===== config.mk =====
export PLATFORM = sky130hd
export DESIGN_NAME = writeback
export DESIGN_NICKNAME = d
export VERILOG_FILES = /design/src/rtl/writeback.sv
export SDC_FILE = /design/constraint.sdc
export NUM_CORES = 2
export LEC_CHECK = 0
export ABC_AREA = 0
export ABC_CLOCK_PERIOD_IN_PS = 6350
export CAP_MARGIN = 10
export CORE_MARGIN = 2
export CORE_UTILIZATION = 50
export DETAILED_ROUTE_END_ITERATION = 10
export PLACE_DENSITY_LB_ADDON = 0.25
export SLEW_MARGIN = 20
export SYNTH_ARGS = -nofsm -noshare
export SYNTH_HDL_FRONTEND = slang
export SYNTH_SLANG_ARGS = --single-unit

===== constraint.sdc =====
create_clock -name clk_i -period 6.35 [get_ports clk_i]
set_clock_uncertainty 0.2 [all_clocks]
set_input_delay 1.905 -clock clk_i [delete_from_list [all_inputs] [get_ports clk_i]]
set_output_delay 1.905 -clock clk_i [all_outputs]
set_load 0.005 [all_outputs]

===== src/rtl/writeback.sv =====
// Y86 write-back stage: W pipeline register, architectural register file,
// program status, sticky halt flag and retired-instruction counter.
module writeback #(
    parameter logic [63:0] STACK_INIT = 64'd64,
    parameter int          CNT_W      = 64
) (
    input  logic             clk_i,
    input  logic             rst_n_i,
    input  logic             W_stall_i,
    input  logic             W_bubble_i,
    input  logic [3:0]       m_stat_i,
    input  logic [3:0]       M_icode_i,
    input  logic [63:0]      M_valE_i,
    input  logic [63:0]      m_valM_i,
    input  logic [3:0]       M_dstE_i,
    input  logic [3:0]       M_dstM_i,
    input  logic [3:0]       d_srcA_i,
    input  logic [3:0]       d_srcB_i,
    output logic [63:0]      d_rvalA_o,
    output logic [63:0]      d_rvalB_o,
    output logic [3:0]       W_icode_o,
    output logic [3:0]       W_stat_o,
    output logic [3:0]       W_dstE_o,
    output logic [3:0]       W_dstM_o,
    output logic [63:0]      W_valE_o,
    output logic [63:0]      W_valM_o,
    output logic [3:0]       stat_o,
    output logic             halted_o,
    output logic [CNT_W-1:0] instret_o
);

    localparam logic [3:0] SAOK = 4'd1;
    localparam logic [3:0] INOP = 4'd1;
    localparam logic [3:0] NREG = 4'hF;

    logic [3:0]       r_w_icode;
    logic [3:0]       r_w_stat;
    logic [3:0]       r_w_dste;
    logic [3:0]       r_w_dstm;
    logic [63:0]      r_w_vale;
    logic [63:0]      r_w_valm;
    logic             r_w_new;
    logic             r_halted;
    logic [CNT_W-1:0] r_instret;
    logic [63:0]      r_regs [0:14];

    logic w_freeze;
    logic w_load;
    logic w_wr_en;
    logic w_retire;

    // A faulting instruction in W freezes W at once, so nothing younger
    // ever enters W even before halted_o has risen.
    assign w_freeze = r_halted || (r_w_stat != SAOK);
    assign w_load   = !w_freeze && !W_bubble_i && !W_stall_i;
    assign w_wr_en  = (r_w_stat == SAOK);
    assign w_retire = r_w_new && (r_w_stat == SAOK) && (r_w_icode != INOP);

    always_ff @(posedge clk_i or negedge rst_n_i) begin
        if (!rst_n_i) begin
            r_w_icode <= INOP;
            r_w_stat  <= SAOK;
            r_w_dste  <= NREG;
            r_w_dstm  <= NREG;
            r_w_vale  <= '0;
            r_w_valm  <= '0;
            r_w_new   <= 1'b0;
        end else begin
            // NOTE: sequential state uses non-blocking assignments so every
            // register samples pre-edge values regardless of block order.
            r_w_new <= w_load;
            if (!w_freeze) begin
                if (W_bubble_i) begin
                    r_w_icode <= INOP;
                    r_w_stat  <= SAOK;
                    r_w_dste  <= NREG;
                    r_w_dstm  <= NREG;
                    r_w_vale  <= '0;
                    r_w_valm  <= '0;
                end else if (!W_stall_i) begin
                    r_w_icode <= M_icode_i;
                    r_w_stat  <= m_stat_i;
                    r_w_dste  <= M_dstE_i;
                    r_w_dstm  <= M_dstM_i;
                    r_w_vale  <= M_valE_i;
                    r_w_valm  <= m_valM_i;
                end
            end
        end
    end

    always_ff @(posedge clk_i or negedge rst_n_i) begin
        if (!rst_n_i) begin
            // NOTE: the register file is flop-based and architecturally
            // visible, so it is reset (with %rsp preset) rather than left X.
            for (int i = 0; i < 15; i++) begin
                r_regs[i] <= (i == 4) ? STACK_INIT : 64'd0;
            end
        end else if (w_wr_en) begin
            if (r_w_dste != NREG) r_regs[r_w_dste] <= r_w_vale;
            // Last assignment wins on a shared index: valM beats valE (popq %rsp).
            if (r_w_dstm != NREG) r_regs[r_w_dstm] <= r_w_valm;
        end
    end

    always_ff @(posedge clk_i or negedge rst_n_i) begin
        if (!rst_n_i) begin
            r_halted  <= 1'b0;
            r_instret <= '0;
        end else begin
            if (r_w_stat != SAOK) r_halted <= 1'b1;
            if (w_retire) r_instret <= r_instret + CNT_W'(1);
        end
    end

    assign d_rvalA_o = (d_srcA_i == NREG) ? 64'd0 : r_regs[d_srcA_i];
    assign d_rvalB_o = (d_srcB_i == NREG) ? 64'd0 : r_regs[d_srcB_i];

    assign W_icode_o = r_w_icode;
    assign W_stat_o  = r_w_stat;
    assign W_dstE_o  = r_w_dste;
    assign W_dstM_o  = r_w_dstm;
    assign W_valE_o  = r_w_vale;
    assign W_valM_o  = r_w_valm;
    // W freezes on a fault, so its status already is the terminating status.
    assign stat_o    = r_w_stat;
    assign halted_o  = r_halted;
    assign instret_o = r_instret;

endmodule


==> impl_results.md <==
* Status: complete, no violations
* Tcrit/Tclk final at 0.9886
* Final hold slack at 0.2609 ns
* First-pass DRT Iterations at 8
* Final Non-Filler Cells at roughly 8600
* Area growth syn-to-layout at 18.90%
* Most numerous cell in the Yosys netlist: dfrtp_1
* Max-Cap Viols at 0
* Setup repair after global routing missed its margin: no
* Hold Vio Cnt, Final at 0
* Static Leakage at approximately 34 nW
* Synth cell types at 49
* Worst-Margin Slew at 1.293 ns
* Initial antenna violation count at 9
* Worst-case reg-to-reg path depth at 6
* Num CTS Buffers at 138
* TNS Setup at 0 ns
* Post-Route WL at around 290000 um
* Worst Hold Class: register to register
* First-pass GRT wire length at 423600 um
* Register bit count reported by yosys at about 1200
* Placed cells at roughly 8400
* Seq/Total Area, Yosys at 0.4450
* Yosys warns at 0
* Vias in the first global route at 62670
* VDD IR max at ~0.26 mV
* Vias per inst at 7.468
* Max Freq at between 0.15 and 0.2 GHz
* Reg2reg setup slack at 1.52 ns
* Largest net degree at the start of global routing at 216
* Crit path kind: primary input to output pin
* Synthesized Nets at 6852
* H-tree depth at 4
* CTS Sinks at 1170
* Drt wl/cell at roughly 34 um
* Longest Clk Path Bufs at 3
* Core Rows at 133
* Synthesized area at 65820 um2
* Top cells by area, synth: dfrtp_1 44%, mux4_2 13%, o22ai_1 8.3%
* Top post-synthesis cells by count: 1159 x dfrtp_1, 980 x a21oi_1, 905 x nor2_1
* Final Critical Period at 6.277 ns
* Count of final setup violators at 0
* Layout cell share with drive strength beyond 1 at 0.1391
* Clock-pin slew on the worst setup and hold paths at roughly 0.050 ns
* CP Capture Type: output pin
* Crit-path max FO at 28
* Power per cell area at 222.7 nW/um2
* DRC at 0
* CP Data Required Time at 4.24 ns
* Predominant post-synthesis flop cell: dfrtp_1
* Clock root cell: clkbuf_16
* Vias at about 65000
* Mean area per synthesized cell at between 9 and 10 um2
* Core area at 131100 um2
* CTS tree: built
* Core Util, Final at 0.5968
* EDFF count, synth at 0
* Final weighted congestion in routability-driven placement at 0.9174
* Final Max Tran Viols at 0
* All-Layer GR Usage at 0.4221
* Full die area at roughly 130000 um2
* # IOs at 497
* Post-DP HPWL at about 160000 um
* Starting Density at 0.5019
* Die Y at 366.8 um
* Asr flop ratio synth at 1.000
* Synth area leader: dfrtp_1
* Antenna-violating nets left at 0
* CP Launch Type: primary input
* DRT iter0 DRCs at 10980
* Arrival @ worst endpoint at 4.17 ns
* Fin nets at 6932
* Cells after synthesis at 6695
* Hold Path Stages at 1
* Postcts setup bufs at 0
* Port bufs at 496
* Top cell type's share of synthesized area at 0.4407
* Latest clock arrival within the worst-skew pair at 0.82 ns
* Max_slew headroom at 0.1356
* GR Overflow Total at 0
* Die Wd at about 370 um
critical path: stages:
cell,delay [ns]
buf_8,0.30
nor2b_4,0.30
buf_12,0.31
nand2_1,0.08
o21ai_0,0.08
mux2i_1,0.13
a21oi_2,0.34
buf_4,0.19
clkdlybuf4s50_1,0.50
final cells by class:
type / count / area, um2
Multi-Input combinational cell: 4686 / 33820
Clock inverter: 39 / 620.6
Tap cell: 1755 / 2196
Fill cell: 10920 / 52870
Antenna cell: 6 / 15.01
Clock buffer: 208 / 4195
Inverter: 14 / 57.56
Timing Repair Buffer: 765 / 8060
Sequential cell: 1170 / 29290
final timing paths:
kind	startpoint	end
hold reg to reg	instret_o[63]	instret_o[63]
min in group asynchronous	rst_n_i	W_valM_o[62]
setup / recovery	d_srcA_i[0]	d_rvalA_o[22]
hold / removal	instret_o[63]	instret_o[63]
max in group asynchronous	rst_n_i	r_regs[322]
setup reg to reg	W_dstM_o[2]	r_regs[485]
logic make-up after synthesis:
| logic type | share of synthesized area |
|---|---|
| compound gates | 0.2291 |
| simple gates | 0.09783 |
| flops | 0.4450 |
| buf+inv | 0.04893 |
| mux | 0.1705 |
| xor+xnor | 0.008383 |
| fa+ha+maj | 0.0001901 |
layer usage:
metal	share of wire	GRT usage
met1	0.35	0.5425
met3	0.16	0.1690
met4	0.082	0.2826
met5	0.00075	0.007123
met2	0.41	0.5853
per-stage QoR:
step           worst slack [ns]  cell area, um2  power (W)
6_report                0.07253           78260    0.01743
5_1_grt                 0.02787           78240    0.01782
4_1_cts                 0.05361           78230    0.01742
3_5_place_dp            0.06136           73420   0.008974
3_3_place_gp            0.07005           73410   0.008967
2_1_floorplan            0.4622           65820   0.008206
cells in the final DEF, fill, tap and decap left out, types with 30 or more instances in the layout:
cell,Yosys,routed
clkbuf_1,695,30
clkbuf_16,0,145
nand2_1,253,240
buf_12,0,83
nor2b_1,138,136
a21oi_1,980,968
o21ai_0,173,171
mux4_2,384,384
nand2b_1,55,49
dfrtp_1,1159,1159
a32oi_1,32,32
a22o_1,221,221
clkbuf_8,0,33
clkdlybuf4s50_1,0,487
a211oi_1,128,128
xnor2_1,33,33
mux2i_1,256,256
buf_4,5,186
nor2_1,905,904
o22ai_1,873,873
xor2_1,30,30
power by group:
part	leakage [nW]	internal, W	switching, W
clock network	2.37	0.00517	0.00340
logic	15.2	0.000535	0.000668
registers	16.2	0.00749	0.000177
state kept, by name (all words and copies together), names as in the netlist:
register   flops
W_valM_o      64
W_valE_o      64
r_w_new        1
instret_o     64
W_stat_o       4
W_dstM_o       4
halted_o       1
W_dstE_o       4
r_regs       960
W_icode_o      4
repair_timing:
item	4_1_cts	5_1_grt
resized for setup	0	1
endpoints found under the setup margin	0	1
hold buffers	0	0
Note: power is estimated with default switching activity, not from simulation.
